[src/rtl/spi_master_mc_pkg.sv]
// Shared definitions for the multi-slave SPI master: FSM state encodings and
// default parameter values.
package spi_master_mc_pkg;

    typedef enum logic [1:0] {
        ST_IDLE = 2'd0,
        ST_RUN  = 2'd1,
        ST_HOLD = 2'd2
    } spi_state_t;

    localparam int DEF_D_WIDTH = 8;
    localparam int DEF_SLAVES  = 4;
    localparam int DEF_ADDR_W  = 2;
    localparam int DEF_DIV_W   = 10;

endpackage

[src/rtl/spi_clk_tick.sv]
// SCLK half-period timer: down-counter that pulses tick for one cycle every
// n cycles, with n captured on load.
module spi_clk_tick #(
    parameter int DIV_W = 10
) (
    input  logic             clk,
    input  logic             rst,
    input  logic             load,
    input  logic [DIV_W-1:0] n,
    output logic             tick
);

    logic [DIV_W-1:0] period;
    logic [DIV_W-1:0] cnt;

    always_ff @(posedge clk or negedge rst) begin
        if (!rst) begin
            period <= DIV_W'(1);
            cnt    <= '0;
        end else if (load) begin
            period <= n;
            cnt    <= n - DIV_W'(1);
        end else if (cnt == '0) begin
            cnt <= period - DIV_W'(1);
        end else begin
            cnt <= cnt - DIV_W'(1);
        end
    end

    assign tick = (cnt == '0);

endmodule

[src/rtl/spi_master_mc.sv]
// Parametrised multi-slave SPI master with per-transaction mode latch and
// gapless bursts. Optional SPI_LOOPBACK_EN adds a loopback port (rx from mosi).
//
// state | meaning
// IDLE  | sclk tracks cpol, chip selects released, waiting for enable
// RUN   | shifting; 2*D_WIDTH sclk toggles per word
// HOLD  | final half-period with chip select still asserted
module spi_master_mc
    import spi_master_mc_pkg::*;
#(
    parameter int D_WIDTH = DEF_D_WIDTH,
    parameter int SLAVES  = DEF_SLAVES,
    parameter int ADDR_W  = DEF_ADDR_W,
    parameter int DIV_W   = DEF_DIV_W
) (
    input  logic               clk,
    input  logic               rst,
    input  logic               enable,
    input  logic               cpol,
    input  logic               cpha,
    input  logic               lsb_first,
    input  logic               cont,
    input  logic [ADDR_W-1:0]  addr,
    input  logic [DIV_W-1:0]   clk_div,
    input  logic [D_WIDTH-1:0] tx_data,
    input  logic               miso,
`ifdef SPI_LOOPBACK_EN
    input  logic               loopback,
`endif
    output logic               sclk,
    output logic [SLAVES-1:0]  ss_n,
    output logic               mosi,
    output logic               busy,
    output logic [D_WIDTH-1:0] rx_data,
    output logic               rx_valid
);

    localparam int CNT_W = $clog2(2 * D_WIDTH + 1);
    localparam logic [CNT_W-1:0] LAST_EDGE = CNT_W'(2 * D_WIDTH);

    spi_state_t state, state_next;

    logic               cpha_l, lsb_l;
    logic [D_WIDTH-1:0] tx_sr, rx_sr, rx_next;
    logic [CNT_W-1:0]   edge_cnt, edge_nxt;
    logic [DIV_W-1:0]   div_eff;
    logic               tick, start, lead, last;
    logic               do_sample, do_shift, word_end, rx_src;

    function automatic logic first_bit(input logic [D_WIDTH-1:0] w, input logic lsb);
        return lsb ? w[0] : w[D_WIDTH-1];
    endfunction

    function automatic logic [D_WIDTH-1:0] shift_word(input logic [D_WIDTH-1:0] w,
                                                      input logic lsb);
        return lsb ? (w >> 1) : (w << 1);
    endfunction

    assign div_eff = (clk_div == '0) ? DIV_W'(1) : clk_div;

`ifdef SPI_LOOPBACK_EN
    assign rx_src = loopback ? mosi : miso;
`else
    assign rx_src = miso;
`endif

    assign rx_next = lsb_l ? {rx_src, rx_sr[D_WIDTH-1:1]} : {rx_sr[D_WIDTH-2:0], rx_src};

    spi_clk_tick #(.DIV_W(DIV_W)) u_tick (
        .clk  (clk),
        .rst  (rst),
        .load (start),
        .n    (div_eff),
        .tick (tick)
    );

    always_ff @(posedge clk or negedge rst) begin
        if (!rst) state <= ST_IDLE;
        else      state <= state_next;
    end

    always_comb begin
        state_next = state;
        start      = 1'b0;
        do_sample  = 1'b0;
        do_shift   = 1'b0;
        word_end   = 1'b0;
        edge_nxt   = edge_cnt + CNT_W'(1);
        lead       = edge_nxt[0];
        last       = (edge_nxt == LAST_EDGE);
        case (state)
            ST_IDLE: begin
                if (enable) begin
                    start      = 1'b1;
                    state_next = ST_RUN;
                end
            end
            ST_RUN: begin
                if (tick) begin
                    // cpha selects which edge parity samples; the other one shifts
                    do_sample = lead ^ cpha_l;
                    do_shift  = ~(lead ^ cpha_l) & ~last;
                    word_end  = last;
                    if (last && !cont) state_next = ST_HOLD;
                end
            end
            ST_HOLD: begin
                if (tick) state_next = ST_IDLE;
            end
            default: state_next = ST_IDLE;
        endcase
    end

    always_ff @(posedge clk or negedge rst) begin
        if (!rst) begin
            sclk     <= 1'b0;
            ss_n     <= '1;
            mosi     <= 1'b1;
            busy     <= 1'b0;
            rx_data  <= '0;
            rx_valid <= 1'b0;
            tx_sr    <= '0;
            rx_sr    <= '0;
            edge_cnt <= '0;
            cpha_l   <= 1'b0;
            lsb_l    <= 1'b0;
        end else begin
            rx_valid <= 1'b0;
            if (start) begin
                cpha_l   <= cpha;
                lsb_l    <= lsb_first;
                sclk     <= cpol;
                busy     <= 1'b1;
                edge_cnt <= '0;
                for (int i = 0; i < SLAVES; i++) ss_n[i] <= (addr != ADDR_W'(i));
                if (!cpha) begin
                    mosi  <= first_bit(tx_data, lsb_first);
                    tx_sr <= shift_word(tx_data, lsb_first);
                end else begin
                    tx_sr <= tx_data;
                end
            end else if (state == ST_IDLE) begin
                sclk <= cpol;
                ss_n <= '1;
                mosi <= 1'b1;
                busy <= 1'b0;
            end else if (state == ST_RUN && tick) begin
                sclk     <= ~sclk;
                edge_cnt <= last ? '0 : edge_nxt;
                if (do_sample) rx_sr <= rx_next;
                if (do_shift) begin
                    mosi  <= first_bit(tx_sr, lsb_l);
                    tx_sr <= shift_word(tx_sr, lsb_l);
                end
                if (word_end && cont) begin
                    // burst continuation: report this word, load the next without a gap
                    rx_data  <= do_sample ? rx_next : rx_sr;
                    rx_valid <= 1'b1;
                    if (!cpha_l) begin
                        mosi  <= first_bit(tx_data, lsb_l);
                        tx_sr <= shift_word(tx_data, lsb_l);
                    end else begin
                        tx_sr <= tx_data;
                    end
                end
            end else if (state == ST_HOLD && tick) begin
                ss_n     <= '1;
                mosi     <= 1'b1;
                busy     <= 1'b0;
                rx_data  <= rx_sr;
                rx_valid <= 1'b1;
            end
        end
    end

endmodule

[config.mk]
export PLATFORM = sky130hd
export DESIGN_NAME = spi_master_mc
export DESIGN_NICKNAME = d
export VERILOG_FILES = /design/src/rtl/spi_master_mc_pkg.sv /design/src/rtl/spi_clk_tick.sv /design/src/rtl/spi_master_mc.sv
export SDC_FILE = /design/constraint.sdc
export NUM_CORES = 1
export LEC_CHECK = 0
export BUFFER_PORTS_ARGS = -buffer_cell sky130_fd_sc_hd__buf_2
export CAP_MARGIN = 10
export CORE_AREA = 4 4 91 93
export DETAILED_ROUTE_END_ITERATION = 10
export DIE_AREA = 0 0 95 97
export GPL_TIMING_DRIVEN = 0
export PLACE_DENSITY = 0.66
export SYNTH_ARGS = -nofsm -noshare
export SYNTH_HDL_FRONTEND = slang
export SYNTH_SLANG_ARGS = --single-unit
[constraint.sdc]
create_clock -name clk -period 4.1 [get_ports clk]
set_input_delay 0.615 -clock clk [delete_from_list [all_inputs] [get_ports clk]]
set_output_delay 0.615 -clock clk [all_outputs]
set_load 0.005 [all_outputs]
=== After elaboration in Yosys (flattened, before gate mapping) ===
Index checks and enable logic that the tools add are counted.

* Add/sub/neg operators: 4
* Equality and inequality tests: 14
* Muxes and demuxes: 62
* Bitwise operators: 7
* Reductions and logical operators: 22

{| class="wikitable"
|+ Operator list
! cell !! number
|-
| $mux W8 || 15
|-
| $mux W1 || 31
|-
| $mux W10 || 3
|-
| $sub A10 B1 Y10 const B || 3
|-
| $logic_not A10 Y1 || 2
|-
| $mux W5 || 4
|-
| $mux W4 || 4
|-
| $ne A2 B2 Y1 const B || 8
|-
| $reduce_bool A3 Y1 || 3
|-
| $mux W2 || 4
|-
| $reduce_and A4 Y1 || 2
|-
| $pmux W2 S3 || 1
|-
| $reduce_and A2 Y1 || 3
|-
| $reduce_and A3 Y1 || 2
|-
| $reduce_bool A2 Y1 || 3
|-
| $add A5 B1 Y5 const B || 1
|-
| $eq A5 B5 Y1 const B || 1
|-
| $not A1 Y1 || 5
|-
| $logic_and A1 B1 Y1 || 4
|-
| $ne A2 B1 Y1 const B || 2
|-
| $reduce_bool A4 Y1 || 1
|-
| $ne A3 B3 Y1 const B || 1
|-
| $eq A2 B1 Y1 const B || 1
|-
| $eq A2 B2 Y1 const B || 1
|-
| other kinds (4) || 4
|}

* Register bits: 61
* Bits of input ports: 28

=== Logic depth before layout (Yosys ltp) ===
* Depth after elaboration: 12
* Mapped depth: 8

=== Modules after synthesis ===
From an unflattened synthesis, not the netlist that was laid out.

* Cells, all modules: 358
* Area, all modules: 3646.0 sq um

{| class="wikitable"
|+ By module, submodules not included
! module !! times used !! cells each !! area each (sq um) !! sequential area each (sq um)
|-
| spi_master_mc || 1 || 245 || 2519.9 || 1032.2
|-
| spi_clk_tick || 1 || 113 || 1126.1 || 501.7
|}

=== Least setup slack after synthesis ===
No wires, ideal clock.

* Path kind: input to register
* From: input port enable
* To: register u_tick.cnt[7]
* Arrival: 2143 ps
* Data required time: 3977 ps
* Slack: 1834 ps
* Cell stages on the path: 8
* Buffers on the path: 2
* Cell sequence: or3b_1 -> clkbuf_1 -> buf_2 -> nand2_1 -> o211ai_1 -> nor4_1 -> nand3_1 -> xor2_1

* Cells in the longest elaborated chain, start to end: 3

{| class="wikitable"
|+ RTL lines
! what !! line !! RTL
|-
| start: declaration || spi_master_mc.sv:18 || <nowiki>input logic enable,</nowiki>
|-
| $mux W1 || spi_master_mc.sv:93 || <nowiki>if (enable) begin</nowiki>
|-
| $mux W1 || spi_master_mc.sv:91 || <nowiki>case (state)</nowiki>
|-
| $mux W10 || spi_clk_tick.sv:20 || <nowiki>end else if (load) begin</nowiki>
|-
| end signal: assignment || spi_clk_tick.sv:22 || <nowiki>cnt <= n - DIV_W'(1);</nowiki>
|-
| end signal: assignment || spi_clk_tick.sv:24 || <nowiki>cnt <= period - DIV_W'(1);</nowiki>
|-
| end signal: assignment || spi_clk_tick.sv:26 || <nowiki>cnt <= cnt - DIV_W'(1);</nowiki>
|-
| end: declaration || spi_clk_tick.sv:14 || <nowiki>logic [DIV_W-1:0] cnt;</nowiki>
|}

Every way passes these cells.
A chain may end at the register's enable or synchronous reset.

=== Final worst setup path ===
* From: register state[1]
* To: register u_tick.period[0]

* Cells in the longest elaborated chain, start to end: 2

{| class="wikitable"
|+ RTL lines
! what !! line !! RTL
|-
| start: declaration || spi_master_mc.sv:41 || <nowiki>spi_state_t state, state_next;</nowiki>
|-
| start signal: assignment || spi_master_mc.sv:79 || <nowiki>else state <= state_next;</nowiki>
|-
| $logic_not A2 Y1 || spi_master_mc.sv:91 ||
|-
| $mux W1 || spi_master_mc.sv:91 ||
|-
| end signal: assignment || spi_clk_tick.sv:21 || <nowiki>period <= n;</nowiki>
|-
| end: declaration || spi_clk_tick.sv:13 || <nowiki>logic [DIV_W-1:0] period;</nowiki>
|}

Every way passes these cells.

==> metrics list <==
- For this run the aggregate overflow at the end of global routing stands at 0.
- Synthesis produced a netlist with a net count of 396.
- Number of flops mapped to enable cells by yosys: 0
- The cell sitting at the root of the clock tree is a clkbuf_8.
- Synthesis handed over a netlist of 366 instances.
* HPWL reported at the end of detailed placement: 5.74 mm
- Dividing the detail-routed via count by the number of cells gives 5.38.
* CTS H-Tree Depth: 3
* Fin Setup TNS: 0 ns
- Area overhead of the layout relative to synthesis: 16.5%
- Before antenna repair, the detailed router went through 4 iterations.
- Effective utilization at floorplan: 0.463
- STA classifies the critical path startpoint as a flip-flop.
* Endpoint type of the worst setup path: flip-flop
* Crit path max-delay cell type: nor3b_2
- Clock-pin slew reported for the worst setup and hold paths after clock tree synthesis: 0.07 ns
- Hold Vio Cnt, Final: 0
- Antenna diodes: 0
- In this run the worst path has a maximum fanout of 10.
* Power per cell area: 603 nW/um^2
* Yosys warning total: 0
- Walking the worst path, the cells encountered are clkbuf_1 -> nor3b_2 -> buf_2 -> clkbuf_1 -> clkbuf_1 -> nor2_1 -> nor2_1.
- Number of cell rows: 32
- The count of final max-slew check failures came to 0.
- Max IR drop VDD: 0.223 mV
* Core utilization of the finished layout: 0.539
- Entering global routing, the biggest net connects 34 pins.
- Area of the mapped netlist: 3480 sq um
- Startpoint of the most critical register-to-register path: state[1]
- Buffers inserted to repair hold after CTS numbered 0.
* Die width: 95 um
- In this run the deepest clock path goes through 2 buffers.
* Count of clock tree sinks: 61
- Core Box Area: 7530 sq um
- For this block, the routed nets add up to 8.03 mm of wire.
- Dividing the detail-routed wire length by the instance count gives 15.3 um.
- Buffers on Ports: 41
- Share of the yosys chip area belonging to registers: 0.440
- Mean post-synth cell area: 9.52 sq um
- Based on the critical path, the design can be clocked at up to 369 MHz.
- The critical path is of the flip-flop to flip-flop type.
- The most critical setup path has its startpoint at state[1].
* Vias in the first global route: 2775
- Number of register bits inferred by synthesis: 61
* TritonCTS clock tree: done
- Routability-driven placement finished with a final weighted congestion of 0.798.
- Min Hold Slack: 0.295 ns
* All-layer global routing usage: 0.184
* I/O pin count: 44
- Across the run, the number of max-cap violations was 0.
- Starting DRC count in detailed routing: 188
* Req. time, crit path: 4.37 ns
- Clock latency on the worst-skew pair: 0.34 ns
- Counting flops with an async set or reset pin after synthesis yields a share of 1.00.
* Height of the die: 97 um
- R2r setup slk: 1.39 ns
- Outcome: completed
- The number of gates resized after CTS was 0.
- TritonCTS created 9 clock buffers.
- Measured in cells, the most critical reg-to-reg path has a length of 7.
- Counting distinct cell types in the post-synthesis netlist gives 55.
* Share of the clock period used by the worst path after layout: 0.660
* Share of final-layout standard cells stronger than drive strength 1: 0.243
- Wire length of the first global-routing pass: 13.4 mm
- The worst path meets setup with 1.39 ns of slack.
- For this design the static power due to leakage is 0.00181 uW.
- Worst path max stage delay: 0.54 ns
- The worst pin sits at a relative slew slack of 0.532.
- Among the stages of the critical path, the cell type that occurs most often is clkbuf_1.
- Number of antenna violations at the first check in global routing: 0
* Primary flip-flop cell chosen by synthesis mapping: dfrtp_1
- The die covers 9220 sq um.
* Remaining design rule violation count: 0
* Nets: 449
- Unrepaired setup endpoints after global routing: no
* Final Setup Violations: 0
* Post-route ant nets: 0
- Min-Delay Path Class: primary input to asynchronous set/reset pin
* Post-place setup slack: 1.33 ns
- For the final database, setup skew stands at 0.00610 ns.
- For the worst setup path, the data arrival time is 2.98 ns.
* Post-CTS setup repair buffer count: 0
- Min Tclk post-route: 2.71 ns
- For the pin with the worst max-slew slack, the measured transition is 0.703 ns.
- Total vias in the final route: 2832
- Endpoint of the worst register-to-register path: u_tick.period[0]
==> where the power goes <==
| group | internal (uW) | switching [uW] |
|---|---|---|
| clock | 345 | 253 |
| combinational | 398 | 497 |
| sequential | 804 | 150 |
==> final cells by class <==
type / count / area [sq um]
fillers: 732 / 3470
multi-input cells: 278 / 1840
flip-flops and latches: 61 / 1530
repair buffers: 42 / 225
well taps: 102 / 128
clock buffers: 9 / 124
clock inverters: 7 / 97.6
plain buffers: 19 / 77.6
inverters: 8 / 30.0
==> flip-flops by register name, indices dropped and copies added, names as in the netlist <==
name           flops
edge_cnt           5
busy               1
u_tick.period     10
rx_data            8
cpha_l             1
u_tick.cnt        10
ss_n               4
state              2
sclk               1
rx_valid           1
tx_sr              8
lsb_l              1
rx_sr              8
mosi               1
==> synthesized netlist by cell type, types with 3 or more instances <==
library cell | count | area, sq um
nand2_1 | 73 | 274
dfrtp_1 | 55 | 1380
o21ai_0 | 34 | 170
mux2i_1 | 32 | 320
mux2_2 | 22 | 248
nor2_1 | 21 | 78.8
a21oi_1 | 14 | 70.1
clkbuf_1 | 13 | 48.8
inv_1 | 8 | 30.0
dfstp_2 | 6 | 158
nand3_1 | 6 | 30.0
buf_2 | 5 | 25.0
nand2b_1 | 5 | 31.3
xnor2_1 | 5 | 43.8
xor2_1 | 5 | 43.8
nor3_1 | 4 | 20.0
nor4_1 | 4 | 25.0
o211ai_1 | 4 | 30.0
o221ai_1 | 3 | 26.3
or2_2 | 3 | 18.8
==> metal layers <==
layer  wire length (um)  up-vias  global-route usage
met5                  0        -                   0
met1               3800     1341               0.264
met3                433        7              0.0373
met4                 70        0              0.0499
met2               3720       67               0.283
li1                   -     1417                   -
==> critical path: cells and delay by family, from the launching register on <==
family / cells / cell delay, ns
flip-flops: 1 / 0.39
buffers and inverters: 4 / 1.51
AND/OR/NAND/NOR: 3 / 0.73
==> metrics by stage <==
stage | total power, uW | cells | area (sq um)
after CTS | 2460 | 526 | 4060
after global routing | 2620 | 526 | 4060
final | 2450 | 526 | 4060
after detailed placement | 1850 | 510 | 3840
after global placement | 1820 | 509 | 3820
after floorplan | 1610 | 366 | 3480
==> worst max-delay path by stage <==
stage | to | slack [ns] | cells past startpoint
floorplan | u_tick.cnt[7] | 1.83 | 8
global placement | lsb_l | 1.34 | 7
detailed placement | u_tick.period[0] | 1.33 | 7
CTS | u_tick.period[0] | 1.41 | 7
global route | u_tick.period[0] | 1.19 | 7
finish | u_tick.period[0] | 1.39 | 7
==> layout by cell type (no fill, tap or decap), drive strengths merged, types with 10 or more instances in the layout <==
cell,n
inv,10
mux2,23
buf,48
o21ai,36
mux2i,32
a21oi,16
nand2,73
clkbuf,22
nor2,21
dfrtp,55
==> kinds of logic (layout without fill, tap and decap cells) <==
family	Yosys count	after routing	synth area share
and+or+nand+nor	133	133	0.189
muxes	55	55	0.167
adders and majority gates	2	2	0.00718
xor gates and xnor gates	10	10	0.0251
buffers and inverters	27	85	0.0309
DFF	61	61	0.440
AOI/OAI and AO/OA	78	78	0.140
Note: power is estimated with default switching activity, not from simulation.
